<file path="src/rtl/vga_pkg.sv">
// vga_pkg: 640x480@60 timing constants, colour-mux select codes and the
// frame-phase FSM encoding shared by the VGA layer controller.
package vga_pkg;

  localparam int H_ACTIVE = 640;
  localparam int H_FP     = 16;
  localparam int H_SYNC   = 96;
  localparam int H_BP     = 48;
  localparam int H_TOTAL  = H_ACTIVE + H_FP + H_SYNC + H_BP;  // 800

  localparam int V_ACTIVE = 480;
  localparam int V_FP     = 10;
  localparam int V_SYNC   = 2;
  localparam int V_BP     = 33;
  localparam int V_TOTAL  = V_ACTIVE + V_FP + V_SYNC + V_BP;  // 525

  localparam int H_SYNC_START = H_ACTIVE + H_FP;              // 656
  localparam int H_SYNC_END   = H_SYNC_START + H_SYNC;        // 752, exclusive
  localparam int V_SYNC_START = V_ACTIVE + V_FP;              // 490
  localparam int V_SYNC_END   = V_SYNC_START + V_SYNC;        // 492, exclusive

  typedef enum logic [1:0] {
    SEL_FONDO  = 2'b00,  // background
    SEL_PRU    = 2'b01,  // test-pattern white
    SEL_LINEAS = 2'b10,  // grid lines
    SEL_SPRIT  = 2'b11   // sprite
  } sel_t;

  typedef enum logic {
    S_ACTIVE = 1'b0,
    S_VBLANK = 1'b1
  } state_t;

endpackage

</file>
<file path="src/rtl/vga_timing.sv">
// vga_timing: free-running horizontal/vertical pixel counters with the raw
// (undelayed) active-low syncs and the active-region flag for the same pixel.
module vga_timing
  import vga_pkg::*;
(
  input  logic       clk,
  input  logic       rst,
  output logic [9:0] h_cnt,
  output logic [9:0] v_cnt,
  output logic       hs_raw,
  output logic       vs_raw,
  output logic       active
);

  logic [9:0] h_nxt;
  logic [9:0] v_nxt;

  // Next counter values: h wraps at end of line and carries into v.
  always_comb begin
    h_nxt = h_cnt + 10'd1;
    v_nxt = v_cnt;
    if (h_cnt == 10'(H_TOTAL - 1)) begin
      h_nxt = '0;
      v_nxt = (v_cnt == 10'(V_TOTAL - 1)) ? '0 : v_cnt + 10'd1;
    end
  end

  // Counter registers, both loaded every cycle.
  always_ff @(posedge clk or posedge rst) begin
    if (rst) begin
      h_cnt <= '0;
      v_cnt <= '0;
    end else begin
      h_cnt <= h_nxt;
      v_cnt <= v_nxt;
    end
  end

  assign hs_raw = ~((h_cnt >= 10'(H_SYNC_START)) && (h_cnt < 10'(H_SYNC_END)));
  assign vs_raw = ~((v_cnt >= 10'(V_SYNC_START)) && (v_cnt < 10'(V_SYNC_END)));
  assign active = (h_cnt < 10'(H_ACTIVE)) && (v_cnt < 10'(V_ACTIVE));

endmodule

</file>
<file path="src/rtl/vga_layer_ctrl.sv">
// vga_layer_ctrl: VGA 640x480 layer selector. Picks background, grid lines or
// a square sprite per pixel; sprite moves are accepted only in vertical blank
// and take effect at the next frame start.
// Optional build macro VGA_LAYER_TEST_PATTERN_EN adds input test_en, which
// replaces the layers with a 32-pixel checkerboard (select 01 / 00).
module vga_layer_ctrl
  import vga_pkg::*;
#(
  parameter int GRID_STEP = 64,  // power of 2
  parameter int LINE_T    = 2,   // < GRID_STEP
  parameter int SPRITE_SZ = 32
) (
  input  logic       clk,
  input  logic       rst,
`ifdef VGA_LAYER_TEST_PATTERN_EN
  input  logic       test_en,
`endif
  input  logic       upd_valid,
  input  logic [9:0] upd_x,
  input  logic [9:0] upd_y,
  output logic       upd_ready,
  output logic [1:0] selector,
  output logic       hsync,
  output logic       vsync,
  output logic       video_on,
  output logic       frame_start
);

  localparam logic [9:0]  X_MAX     = 10'(H_ACTIVE - SPRITE_SZ);
  localparam logic [9:0]  Y_MAX     = 10'(V_ACTIVE - SPRITE_SZ);
  localparam logic [9:0]  GRID_MASK = 10'(GRID_STEP - 1);
  localparam logic [9:0]  LINE_W    = 10'(LINE_T);
  localparam logic [10:0] SPR_W     = 11'(SPRITE_SZ);

  // Keep the whole sprite on screen.
  function automatic logic [9:0] sat_pos(input logic [9:0] p, input logic [9:0] lim);
    return (p > lim) ? lim : p;
  endfunction

  logic [9:0] h_cnt;
  logic [9:0] v_cnt;
  logic       hs_raw;
  logic       vs_raw;
  logic       active;

  vga_timing u_timing (
    .clk    (clk),
    .rst    (rst),
    .h_cnt  (h_cnt),
    .v_cnt  (v_cnt),
    .hs_raw (hs_raw),
    .vs_raw (vs_raw),
    .active (active)
  );

  state_t     state;
  state_t     state_n;
  logic       line_end;
  logic       frame_go;
  logic       accept;
  logic [9:0] upd_x_sat;
  logic [9:0] upd_y_sat;
  logic [9:0] shx;
  logic [9:0] shy;
  logic [9:0] sx;
  logic [9:0] sy;
  logic       in_sprite;
  logic       on_grid;
  sel_t       sel_p0;
  sel_t       sel_p1;
  logic       vid_p1;
  logic       fs_p1;
  logic       hs_p1;
  logic       hs_p2;
  logic       vs_p1;
  logic       vs_p2;

  assign line_end  = (h_cnt == 10'(H_TOTAL - 1));
  assign accept    = upd_valid && upd_ready;
  assign frame_go  = (state == S_VBLANK) && (state_n == S_ACTIVE);
  assign upd_x_sat = sat_pos(upd_x, X_MAX);
  assign upd_y_sat = sat_pos(upd_y, Y_MAX);

  // Frame phase register.
  always_ff @(posedge clk or posedge rst) begin
    if (rst) state <= S_ACTIVE;
    else     state <= state_n;
  end

  // Phase changes on the last pixel of the last active / last blank line.
  always_comb begin
    state_n = state;
    case (state)
      S_ACTIVE: if (line_end && (v_cnt == 10'(V_ACTIVE - 1))) state_n = S_VBLANK;
      S_VBLANK: if (line_end && (v_cnt == 10'(V_TOTAL - 1)))  state_n = S_ACTIVE;
      default:  state_n = S_ACTIVE;
    endcase
  end

  // Ready is a flop tracking the phase register exactly (fed from next state).
  always_ff @(posedge clk or posedge rst) begin
    if (rst) upd_ready <= 1'b0;
    else     upd_ready <= (state_n == S_VBLANK);
  end

  // Shadow takes accepted moves; live copies at frame start, bypassing the
  // shadow when a move is accepted on that very cycle.
  always_ff @(posedge clk or posedge rst) begin
    if (rst) begin
      shx <= '0;
      shy <= '0;
      sx  <= '0;
      sy  <= '0;
    end else begin
      if (accept) begin
        shx <= upd_x_sat;
        shy <= upd_y_sat;
      end
      if (frame_go) begin
        sx <= accept ? upd_x_sat : shx;
        sy <= accept ? upd_y_sat : shy;
      end
    end
  end

  assign in_sprite = (h_cnt >= sx) && ({1'b0, h_cnt} < ({1'b0, sx} + SPR_W)) &&
                     (v_cnt >= sy) && ({1'b0, v_cnt} < ({1'b0, sy} + SPR_W));
  assign on_grid   = ((h_cnt & GRID_MASK) < LINE_W) || ((v_cnt & GRID_MASK) < LINE_W);

  // Layer decode for the current counter position.
  always_comb begin
    sel_p0 = SEL_FONDO;
    if (active) begin
      if (in_sprite)    sel_p0 = SEL_SPRIT;
      else if (on_grid) sel_p0 = SEL_LINEAS;
`ifdef VGA_LAYER_TEST_PATTERN_EN
      if (test_en) sel_p0 = (h_cnt[5] ^ v_cnt[5]) ? SEL_PRU : SEL_FONDO;
`endif
    end
  end

  // Stage p1: registered select, active flag, frame marker, first sync delay.
  always_ff @(posedge clk or posedge rst) begin
    if (rst) begin
      sel_p1 <= SEL_FONDO;
      vid_p1 <= 1'b0;
      fs_p1  <= 1'b0;
      hs_p1  <= 1'b1;
      vs_p1  <= 1'b1;
    end else begin
      sel_p1 <= sel_p0;
      vid_p1 <= active;
      fs_p1  <= (h_cnt == 10'd0) && (v_cnt == 10'd0);
      hs_p1  <= hs_raw;
      vs_p1  <= vs_raw;
    end
  end

  // Stage p2: syncs trail one more cycle to match the downstream colour register.
  always_ff @(posedge clk or posedge rst) begin
    if (rst) begin
      hs_p2 <= 1'b1;
      vs_p2 <= 1'b1;
    end else begin
      hs_p2 <= hs_p1;
      vs_p2 <= vs_p1;
    end
  end

  assign selector    = sel_p1;
  assign video_on    = vid_p1;
  assign frame_start = fs_p1;
  assign hsync       = hs_p2;
  assign vsync       = vs_p2;

endmodule

</file>
<file path="config.mk">
export PLATFORM = sky130hd
export DESIGN_NAME = vga_layer_ctrl
export DESIGN_NICKNAME = d
export VERILOG_FILES = /design/src/rtl/vga_pkg.sv /design/src/rtl/vga_timing.sv /design/src/rtl/vga_layer_ctrl.sv
export SDC_FILE = /design/constraint.sdc
export NUM_CORES = 1
export LEC_CHECK = 0
export CAP_MARGIN = 20
export CORE_MARGIN = 1.5
export CORE_UTILIZATION = 58
export DETAILED_ROUTE_END_ITERATION = 8
export PLACE_DENSITY = 0.9
export REMOVE_ABC_BUFFERS = 1
export SETUP_SLACK_MARGIN = 0.02
export SYNTH_ARGS = -nofsm -noshare
export SYNTH_HDL_FRONTEND = slang
export SYNTH_SLANG_ARGS = --single-unit
export TNS_END_PERCENT = 10
</file>
<file path="constraint.sdc">
create_clock -name clk -period 2.5 [get_ports clk]
set_input_delay 0.5 -clock clk [delete_from_list [all_inputs] [get_ports clk]]
set_output_delay 0.5 -clock clk [all_outputs]
set_load 0.05 [all_outputs]
</file>
=== Word-level counts from Yosys, hierarchy flattened ===
Cells that the tools add are included.
W data, S select, Z words.

* Bits in registers: 69
* Output and inout port bits: 7
* Logic and storage cells: 65

* Add/subtract/negate cells: 4
* Order comparisons: 14
* Eq/ne operators: 3
* Multiplexer cells: 12
* Bitwise operators: 4
* Reduce and logical (&&, ||, !) cells: 14

{| class="wikitable"
|+ Operators by type and width
! cell !! count
|-
| $mux W10 || 6
|-
| $add A10 B6 Y11 const B || 2
|-
| $lt A10 B11 Y1 || 2
|-
| $add A10 B1 Y10 const B || 2
|-
| $eq A10 B10 Y1 const B || 2
|-
| $ge A10 B10 Y1 || 2
|-
| $logic_not A10 Y1 || 2
|-
| $lt A10 B10 Y1 const B || 2
|-
| $lt A10 B9 Y1 const B || 2
|-
| $lt A6 B2 Y1 const B || 2
|-
| $logic_and A1 B1 Y1 || 11
|-
| $eq A10 B9 Y1 const B || 1
|-
| $ge A10 B10 Y1 const B || 1
|-
| $ge A10 B9 Y1 const B || 1
|-
| $gt A10 B10 Y1 const B || 1
|-
| $gt A10 B9 Y1 const B || 1
|-
| $mux W2 || 3
|-
| $not A1 Y1 || 4
|-
| $mux W1 || 2
|-
| $pmux W1 S2 || 1
|-
| $logic_or A1 B1 Y1 || 1
|}

=== Longest topological paths before layout ===
Gate-level depths: netlist of the first run.

* Depth in word-level cells: 7
* Mapped depth: 9
* Gate-level depth less buffers: 9

=== Cells and area by module ===
A second synthesis of the first run with hierarchy kept.

* Cell total of the unflattened synthesis: 400
* Area total of the unflattened synthesis: 3905.0 µm²

{| class="wikitable"
|+ Modules (own cells, without submodules)
! module !! times used !! cells an instance !! area each (µm²) !! sequential area each (µm²)
|-
| vga_layer_ctrl || 1 || 290 || 2842.7 || 1231.2
|-
| vga_timing || 1 || 110 || 1062.3 || 500.5
|}

=== Worst setup path before layout of the first run ===
OpenSTA, ideal clock, no wires.

* Path kind: reg2reg
* Start: register u_timing.v_cnt[7]
* End: register sy[5]
* Library setup time: 125 ps
* Arrival: 1970 ps
* Data required time: 2375 ps
* Slack: 405 ps
* Stages on the path, launching flop included: 7
* Buffers on the path: 2
* Cell sequence: dfrtp_1 or4_4 nor3_4 and3_1 buf_6 buf_12 mux2_4

* Longest elaborated chain between the ends: 6
* Elaborated cells between the ends (all ways): 9
* Classes of those cells: eq/ne (2); mux (3); bitwise (1); reduce/logical (3)

{| class="wikitable"
|+ RTL lines
! element !! line !! text
|-
| start: declaration || vga_timing.sv:9 || <nowiki>output logic [9:0] v_cnt,</nowiki>
|-
| start signal: assignment || vga_timing.sv:35 || <nowiki>v_cnt <= v_nxt;</nowiki>
|-
| $eq A10 B10 Y1 / $eq A10 B9 Y1 (equally long branches) || vga_layer_ctrl.sv:95, vga_layer_ctrl.sv:94 ||
|-
| $logic_and A1 B1 Y1, on equally long branches || vga_layer_ctrl.sv:95, vga_layer_ctrl.sv:94 ||
|-
| $mux W1, on equally long branches || vga_layer_ctrl.sv:95, vga_layer_ctrl.sv:94 ||
|-
| $pmux W1 S2 * || vga_layer_ctrl.sv:93 || <nowiki>case (state)</nowiki>
|-
| $not A1 Y1 * || vga_layer_ctrl.sv:80 || <nowiki>assign frame_go = (state == S_VBLANK) && (state_n == S_ACTIVE);</nowiki>
|-
| $logic_and A1 B1 Y1 * || vga_layer_ctrl.sv:80 ||
|-
| end signal: assignment || vga_layer_ctrl.sv:121 || <nowiki>sy <= accept ? upd_y_sat : shy;</nowiki>
|-
| end: declaration || vga_layer_ctrl.sv:66 || <nowiki>logic [9:0] sy;</nowiki>
|}

Every way passes the cells marked *; elsewhere a longest branch is shown, timed or not.
A chain may end at the register's enable or synchronous reset.

=== Worst setup path after layout of the first run ===
* Start: register sx[5]
* End: register sel_p1[0] (netlist: selector[0])

* Longest elaborated chain between the ends: 7
* Elaborated cells between the ends (all ways): 8
* Classes of those cells: add/sub (1); order compare (2); mux (2); reduce/logical (3)

{| class="wikitable"
|+ RTL lines
! element !! line !! text
|-
| start: declaration || vga_layer_ctrl.sv:65 || <nowiki>logic [9:0] sx;</nowiki>
|-
| start signal: assignment || vga_layer_ctrl.sv:120 || <nowiki>sx <= accept ? upd_x_sat : shx;</nowiki>
|-
| $add A10 B6 Y11 || vga_layer_ctrl.sv:126 || <nowiki>assign in_sprite = (h_cnt >= sx) && ({1'b0, h_cnt} < ({1'b0, sx} + SPR_W)) &&</nowiki>
|-
| $lt A10 B11 Y1 || vga_layer_ctrl.sv:126 ||
|-
| $logic_and A1 B1 Y1 * (2 in a row) || vga_layer_ctrl.sv:126 ||
|-
| $logic_and A1 B1 Y1 * || vga_layer_ctrl.sv:127 || <nowiki>(v_cnt >= sy) && ({1'b0, v_cnt} < ({1'b0, sy} + SPR_W));</nowiki>
|-
| $mux W2 * || vga_layer_ctrl.sv:134 || <nowiki>if (in_sprite) sel_p0 = SEL_SPRIT;</nowiki>
|-
| $mux W2 * || vga_layer_ctrl.sv:133 || <nowiki>if (active) begin</nowiki>
|-
| net sel_p0[0] || vga_layer_ctrl.sv:69 || <nowiki>sel_t sel_p0;</nowiki>
|-
| end signal: assignment || vga_layer_ctrl.sv:151 || <nowiki>sel_p1 <= sel_p0;</nowiki>
|-
| end: declaration || vga_layer_ctrl.sv:70 || <nowiki>sel_t sel_p1;</nowiki>
|}

Mark *: on every way through the listed nets, which the timed path passes. The rest lies on a longest branch.

==> results of run 1 <==
[synthesized netlist by cell type (2+ instances only)]
cell / n
inv_1: 29
a21oi_1: 23
buf_2: 2
mux2_2: 8
ha_1: 36
nor4_1: 4
or3_1: 3
a211oi_1: 3
nand3_1: 24
a221o_1: 2
o311a_1: 2
o21ai_0: 16
o22ai_1: 2
o21a_1: 2
xnor2_1: 11
a22oi_1: 5
dfrtp_1: 65
or4_1: 2
nor3_1: 5
nor2b_1: 2
clkbuf_1: 8
nand2b_1: 4
dfstp_2: 4
and4_1: 6
nor2_1: 21
and2_1: 4
o31ai_1: 4
nand3b_1: 3
o211ai_1: 3
and3_1: 4
a22o_1: 6
nand4_1: 5
a21o_1: 2
nand2_1: 47
xor2_1: 6
or4_4: 2
[how the worst min path moves through the flow]
stage          start    end  cells after the start
2_1_floorplan  hs_p1  hsync                      0
3_3_place_gp   vs_p1  vsync                      0
3_5_place_dp   hs_p1  hsync                      0
4_1_cts        vs_p1  vsync                      0
5_1_grt        vs_p1  vsync                      0
6_report       vs_p1  vsync                      0
[area by class of cell]
| cell class | instances | share of cell area (%) |
|---|---|---|
| timing repair buffer | 40 | 8.601 |
| sequential | 69 | 38.65 |
| clock buffer | 12 | 3.463 |
| tap | 77 | 2.150 |
| multi-input combinational | 278 | 43.14 |
| inverter | 29 | 2.429 |
| clock inverter | 4 | 1.564 |
[layout by cell type (no fill, tap or decap), types with 4 or more instances in the layout]
master	synthesis	final
dfstp_2	4	4
o31ai_1	4	4
dfrtp_1	65	65
inv_1	29	28
nor3_1	5	5
and2_1	4	4
nand2b_1	4	4
clkbuf_8	0	11
nand2_1	47	47
buf_4	0	10
clkdlybuf4s50_1	0	29
and3_1	4	4
ha_1	36	36
xnor2_1	11	11
o21ai_0	16	16
nand3_1	24	24
nor2_1	21	21
nor4_1	4	4
a21oi_1	23	23
mux2_2	8	8
xor2_1	6	6
a22o_1	6	6
a22oi_1	5	5
nand4_1	5	5
and4_1	6	6
[power by group through the flow]
stage	Clock, mW	Combinational, mW	Sequential [mW]
final	1.03	0.0749	1.12
after global routing	1.10	0.0828	1.12
after CTS	1.04	0.0764	1.12
after detailed placement	0	0.0764	1.14
after floorplan	0	0.0230	1.14
after global placement	0	0.0752	1.14
[routing by layer]
layer	vias up	GRT usage, %	part of all wire (%)	routed length (um)
met3	32	4.523	7.0	612
met1	1571	34.97	40	3542
met4	0	14.08	3.5	308
met5	-	0	0	0
met2	144	44.80	49	4328
li1	1461	-	-	-
[cell families (layout without fill, tap and decap cells)]
group | after synthesis | after routing | share of synthesized area, %
AOI/OAI and AO/OA | 75 | 75 | 12.98
and+or+nand+nor | 141 | 141 | 18.97
muxes | 9 | 9 | 2.733
DFF | 69 | 69 | 45.04
adders and majority gates | 36 | 36 | 11.71
buffers and inverters | 41 | 85 | 4.686
xor gates and xnor gates | 17 | 17 | 3.872
[critical path: cells and delay by family, from the launching register on]
family | cells | cell delay (ns)
DFF | 1 | 0.47
AOI/OAI and AO/OA | 3 | 0.57
and+or+nand+nor | 3 | 0.49
adders and majority gates | 2 | 0.55
xor gates and xnor gates | 1 | 0.14
[through the flow]
step	cells	power, mW	setup WS [ns]	area, um2	TNS, ns
2_1_floorplan	376	1.160	-0.08110	3774	-0.6821
3_3_place_gp	493	1.212	0.09770	4255	0
3_5_place_dp	493	1.214	0.06746	4255	0
4_1_cts	509	2.231	0.2143	4481	0
5_1_grt	509	2.293	0.02768	4481	0
6_report	509	2.222	0.1814	4481	0
[flip-flops by register name, summed over array words and instances (netlist names)]
signal,flops
u_timing.v_cnt,10
upd_ready,1
selector,2
shy,10
sy,10
shx,10
frame_start,1
vs_p1,1
hs_p1,1
sx,10
u_timing.h_cnt,10
hsync,1
video_on,1
vsync,1
==> results.md, run 1 <==
* Outcome: finished, final reports clean
* Via count at 3208
* Crit path cell chain: ha_1 > nand3_1 > xnor2_1 > ha_1 > a21oi_1 > a22oi_1 > nand2b_1 > a221o_1 > nor3_1
* Starting Density at 60.21%
* Initial antenna violation count at 0
* Leakage at 2.173 nW
* Reg2reg end: selector[0]
* Rows at 29
* Fin nets at 486
* Die footprint at 0.007127 mm2
* Worst R2R Setup Slack at 0.18 ns
* Startpoint types: flop
* Synth area leader: dfrtp_1
* DP HPWL at 6041 um
* Tcrit/Tclk final at 92.74%
* Die height at 84.42 um
* Post-route ant nets at 0
* Clock root cell: clkbuf_8
* Slowest stage delay, CP at 0.47 ns
* Critical path startpoint: sx[5]
* Post-synth top flop: dfrtp_1
* CP max FO at 6
* Syn Inst Count at 388
* Reg clk slew, reported paths at 0.07 ns
* CTS Sinks at 69
* Worst Clk Skew at 0.008872 ns
* Async SR Flop Fraction at 100.0%
* Gr usage total at 27.26%
* Top-area cell type share of the netlist area at 42.30%
* Clk buf depth at 2
* GPL Wtd Cong at 0.9097
* Final core occ at 70.16%
* CP arrival at 2.56 ns
* Max-cap violations at 0
* Sw power at 0.4542 mW
* RSZ-0062 raised after global routing: no
* Skew-Pair Late Insertion Delay at 0.35 ns
* Final Hold Violating Endpoints at 0
* Max_slew headroom at 62.04%
* Number of CTS-inserted buffers at 9
* I/O Buffers at 29
* Logic pwr share at 3.4%
* Largest net degree at the start of global routing at 70
* Area Overhead vs Synth at 16.53%
* Slew at the pin closest to its max-slew limit at 0.5678 ns
* Hold slack at 0.3527 ns
* Reg2reg start: sx[5]
* Register area at 0.001732 mm2
* CP Class: reg2reg
* Final setup fails at 0
* Power per cell area at 496.0 mW/mm2
* Max H-tree Level at 3
* # DRC at 0
* Hold buffers post-CTS at 0
* Post-synth EDFFs at 0
* Pins Over Slew Limit at 0
* Register area share after synthesis at 45.04%
* Post-CTS setup buffers at 0
* Final wirelength at 8792 um
* Max VDD drop at 0.3623 mV
* Setup crit end kind: flop
* CTS tree: built
* Yosys reg bits at 69
* Most used cell along the critical path: ha_1
* Pint at 1.768 mW
* Cell count of the worst reg-to-reg path at 9
* Peak Freq at 431.3 MHz
* Initial DRC Count at 301
* Fill count at 434
* Netlist cell types at 49
* Vias in the first global route at 3158
* Sw Share at 20.44%
* Antenna cells at 0
* Hold Path Class: reg2reg
* Worst setup endpoint: selector[0]
* CP Data Required Time at 2.74 ns
* DR vias/cell at 6.303
* First drt pass iteration count at 5
* Drt wl/cell at 17.27 um
* Synth Area per Inst at 9.910 um2
* Area contributors post-synth: dfrtp_1 (42%), ha_1 (12%), nand2_1 (4.6%)
* Min Tclk post-route at 2.319 ns
* Post-Syn Area at 0.003845 mm2
* Clock network fraction of total power at 46.4%
* Die W at 84.42 um
* Critical Path Slowest Stage Cell: dfrtp_1
* Synth warn at 0
* Layout cells sized above 1 at 10.42%
* IO Pins at 30
* Area of the multi-input gates at 0.001933 mm2
* First-pass GRT wire length at 15140 um
* Power share of the sequential group at 50.2%
* CTS-repair resized insts at 0
* Core area at 0.006386 mm2
* Global route overflow at 0
No activity file was read; power rests on OpenSTA's default activity.
==> run 2: changes to the inputs <==
- CTS_CLUSTER_DIAMETER: default -> 120
- RECOVER_POWER: default -> 25
==> results.md, run 2 (synthesis results as in run 1) <==
* Outcome: finished, violations left
* Failing checks: capacitance limit, slew limit
* Place WS at 0.06746 ns
* Critical path startpoint: sx[5]
* Highest-count cells in the layout ignoring fill and taps: dfrtp_1 (65), nand2_1 (47), ha_1 (36)
* Cell count of the worst reg-to-reg path at 9
* CP bufs+invs at 0
* Global route overflow at 0
* RSZ-0062 raised after global routing: no
* Worst R2R Setup Slack at 0.15 ns
* Max H-tree Level at 3
* Slew at the pin closest to its max-slew limit at 1.679 ns
* Final worst setup slack at 0.1491 ns
* CP max FO at 6
* Hold Path Class: reg2reg
* Max_slew headroom at -11.92%
* Reg2reg end: selector[0]
* Die height at 84.42 um
* Worst path depth at 9
* Initial DRC Count at 299
* Leakage at 2.165 nW
* Peak Freq at 425.4 MHz
* Fin nets at 486
* Slowest stage delay, CP at 0.47 ns
* CTS-repair resized insts at 0
* CP arrival at 2.58 ns
* First drt pass iteration count at 5
* Critical Path Slowest Stage Cell: dfrtp_1
* Via count at 3173
* Min Tclk post-route at 2.351 ns
* CP Class: reg2reg
* Setup crit end kind: flop
* Area Overhead vs Synth at 16.14%
* Pins Over Slew Limit at 70
* Most used cell along the critical path: ha_1
* Total negative slack at 0 ns
* Skew-Pair Late Insertion Delay at 0.35 ns
* I/O Buffers at 29
* # DRC at 0
* Crit path cell chain: ha_1 > nand3_1 > xnor2_1 > ha_1 > a21oi_1 > a22oi_1 > nand2b_1 > a221o_1 > nor3_1
* CP Data Required Time at 2.73 ns
* First-pass GRT wire length at 15140 um
* Final wirelength at 8828 um
* Worst setup endpoint: selector[0]
* Tcrit/Tclk final at 94.04%
* Starting Density at 60.21%
* IO Pins at 30
* Die footprint at 0.007127 mm2
* Fill count at 436
* GPL Wtd Cong at 0.9097
* Max-cap violations at 1
* Post-CTS setup buffers at 0
* Clk buf depth at 2
* Drt wl/cell at 17.34 um
* Vias in the first global route at 3158
* Clock root cell: clkbuf_8
* Reg2reg start: sx[5]
* Worst Clk Skew at 0.009592 ns
* Post-route ant nets at 0
* DP HPWL at 6041 um
* Die W at 84.42 um
* Startpoint types: flop
* Largest net degree at the start of global routing at 70
* Gr usage total at 27.26%
* CTS tree: built
* Core area at 0.006386 mm2
* Final setup fails at 0
* CP top delay family: compound AO/OA/AOI/OAI gates
* Number of CTS-inserted buffers at 9
* CTS Sinks at 69
* Max VDD drop at 0.3620 mV
* Reg clk slew, reported paths at 0.07 ns
* Final Hold Violating Endpoints at 0
* Rows at 29
* Hold buffers post-CTS at 0
* Power per cell area at 498.0 mW/mm2
* DR vias/cell at 6.234
* Initial antenna violation count at 0
* Most common cell after layout, fill and taps aside: dfrtp_1
* Layout cells sized above 1 at 10.19%
* Antenna cells at 0
-- run 2: changes by cell type in the layout (fill, tap and decap cells not counted) --
| cell | delta |
|---|---|
| clkbuf_2 | +1 |
| inv_2 | -1 |
| buf_12 | -1 |
| clkinv_1 | +1 |
-- run 2: how the worst min path moves through the flow --
stage	to	from	cells past startpoint
after global placement	vsync	vs_p1	0
final	vsync	vs_p1	0
after global routing	vsync	vs_p1	0
after CTS	vsync	vs_p1	0
after detailed placement	hsync	hs_p1	0
after floorplan	hsync	hs_p1	0
-- run 2: layer usage --
layer  global-route usage [%]  routed length, um  vias up
met5                        0                  0        -
met4                    14.08                324        0
met3                    4.523                582       33
met2                    44.80               4293      138
met1                    34.97               3627     1542
li1                         -                  -     1460
-- run 2: area by class of cell --
class	count	area, um2	share of cell area (%)
clock buffers	12	155.1	3.474
clock inverters	4	70.07	1.569
inverters	29	108.9	2.438
multi-input cells	278	1933	43.29
flip-flops and latches	69	1732	38.78
well taps	77	96.34	2.157
repair buffers	40	370.4	8.294
-- run 2: metrics by stage --
step                      cells  util, %  hold slack [ns]  power [mW]  instance area, um2
final                       509    69.93           0.3515       2.224                4466
after global routing        509    69.93           0.3644       2.290                4466
after CTS                   509    70.16           0.3555       2.231                4481
after detailed placement    493    66.63           0.3495       1.214                4255
after global placement      493    66.63           0.3461       1.212                4255
after floorplan             376        -           0.3452       1.160                3774
-- run 2: worst register-to-register path: stages, from the launching register on --
cell and delay (ns):
dfrtp_1 0.47, ha_1 0.23, nand3_1 0.11, xnor2_1 0.14, ha_1 0.32, a21oi_1 0.19
a22oi_1 0.09, nand2b_1 0.16, a221o_1 0.30, nor3_1 0.24
-- run 2: power breakdown --
part	internal [mW]	switching [mW]
registers	1.12	0
clock network	0.613	0.423
logic	0.0358	0.0356
total	1.77	0.459
==> run 3: changes to the inputs <==
- clock period: 2.5 -> 2.2 ns (I/O delays scaled with it)
==> results.md, run 3 (synthesis results as in run 1) <==
* Drt wl/cell at 16.81 um
* RSZ-0062 raised after global routing: yes
* Tcrit/Tclk final at 97.56%
* Leakage at 2.256 nW
* Rows at 29
* Via count at 3219
* Startpoint types: flop
* Cell count of the worst reg-to-reg path at 9
* Total negative slack at 0 ns
* Post-CTS setup buffers at 0
* Reg2reg start: sx[5]
* CP arrival at 2.42 ns
* Worst setup endpoint: selector[1]
* Reg clk slew, reported paths at 0.08 ns
* Initial DRC Count at 274
* Starting Density at 60.21%
* Highest-count cells in the layout ignoring fill and taps: dfrtp_1 (65), nand2_1 (47), ha_1 (36)
* Non-Filler Instances at 525
* Critical path startpoint: sx[5]
* IO Pins at 30
* Final wirelength at 8827 um
* Worst R2R Setup Slack at 0.05 ns
* Die footprint at 0.007127 mm2
* Clk buf depth at 2
* Hold Path Class: reg2reg
* Core area at 0.006386 mm2
* Post-route cell area at 0.004599 mm2
* Max H-tree Level at 3
* First drt pass iteration count at 4
* Inst Count DP at 509
* Initial antenna violation count at 0
* First-pass GRT wire length at 14830 um
* Die W at 84.42 um
* Peak Freq at 465.9 MHz
* Max_slew headroom at 48.42%
* I/O Buffers at 29
* Power per cell area at 530.3 mW/mm2
* Slew at the pin closest to its max-slew limit at 0.7728 ns
* CP Data Required Time at 2.47 ns
* CTS Sinks at 69
* Max VDD drop at 0.4663 mV
* Min Tclk post-route at 2.146 ns
* Final setup fails at 0
* Setup crit end kind: flop
* Placed cell areas at 0.004400 mm2
* Layout cells sized above 1 at 13.84%
* Antenna cells at 0
* Post-route ant nets at 0
* Most common cell after layout, fill and taps aside: dfrtp_1
* Global route overflow at 0
* Fin nets at 502
* Largest net degree at the start of global routing at 26
* CTS tree: built
* Skew-Pair Late Insertion Delay at 0.37 ns
* Area Overhead vs Synth at 19.62%
* Final core occ at 72.02%
* # DRC at 0
* DP HPWL at 6358 um
* GPL Wtd Cong at 0.9118
* Outcome: finished, final reports clean
* CP Class: reg2reg
* CP max FO at 3
* Worst Clk Skew at 0.01715 ns
* Gr usage total at 26.63%
* Number of CTS-inserted buffers at 9
* Die height at 84.42 um
* Pins Over Slew Limit at 0
* Fill count at 414
* Final Hold Violating Endpoints at 0
* Clock root cell: clkbuf_8
* Reg2reg end: selector[1]
* DR vias/cell at 6.131
* Max-cap violations at 0
* Vias in the first global route at 3170
run 3: cell count changes in the layout (fill, tap and decap cells not counted), moves of 2 or more:
cell	change
nor3_1	-2
clkbuf_1	+2
clkdlybuf4s50_1	-2
buf_4	+14
clkinv_2	-2
nor3_2	+2
run 3: worst max-delay path, stage by stage (launching register included):
cell      delay (ns)
dfrtp_1         0.39
ha_1            0.23
nand3_1         0.10
xnor2_1         0.13
ha_1            0.29
a21oi_1         0.16
a22oi_1         0.08
nand2b_1        0.15
a221o_1         0.33
o31ai_2         0.20
run 3: final cells by class:
cell class | count | area [um2] | area share (%)
inverter | 29 | 108.9 | 2.367
multi-input combinational | 278 | 1953 | 42.46
tap | 77 | 96.34 | 2.095
sequential | 69 | 1732 | 37.65
clock inverter | 1 | 30.03 | 0.6529
clock buffer | 15 | 176.4 | 3.836
timing repair buffer | 56 | 503.0 | 10.94
run 3: worst min path at each step:
| stage | start | depth (start not counted) | to |
|---|---|---|---|
| CTS | vs_p1 | 0 | vsync |
| global placement | vs_p1 | 0 | vsync |
| finish | vs_p1 | 0 | vsync |
| detailed placement | vs_p1 | 0 | vsync |
| floorplan | hs_p1 | 0 | hsync |
| global route | vs_p1 | 0 | vsync |
run 3: what timing repair did:
action	CTS	global route
hold buffers	0	0
pin swaps	0	0
setup endpoints to repair	1	6
gates resized for setup	1	4
run 3: metrics by stage:
step	hold slack (ns)	power, mW	worst slack, ns
2_1_floorplan	0.3452	1.319	-0.3811
3_3_place_gp	0.3460	1.388	-0.09527
6_report	0.3579	2.439	0.05367
3_5_place_dp	0.3475	1.389	-0.1530
4_1_cts	0.3569	2.462	0.01419
5_1_grt	0.3655	2.512	-0.01861
run 3: report_power, final:
part	switching [mW]	internal [mW]	total (mW)
Clock	0.463	0.618	1.08
Combinational	0.0436	0.0458	0.0893
Sequential	0	1.27	1.27
Total	0.506	1.93	2.44
run 3: per-layer routing:
metal | vias to the layer above | track usage (%) | wire length (um)
met5 | - | 0 | 0
met4 | 0 | 12.90 | 266
met3 | 31 | 5.015 | 549
li1 | 1494 | - | -
met2 | 123 | 43.13 | 4296
met1 | 1571 | 34.74 | 3714
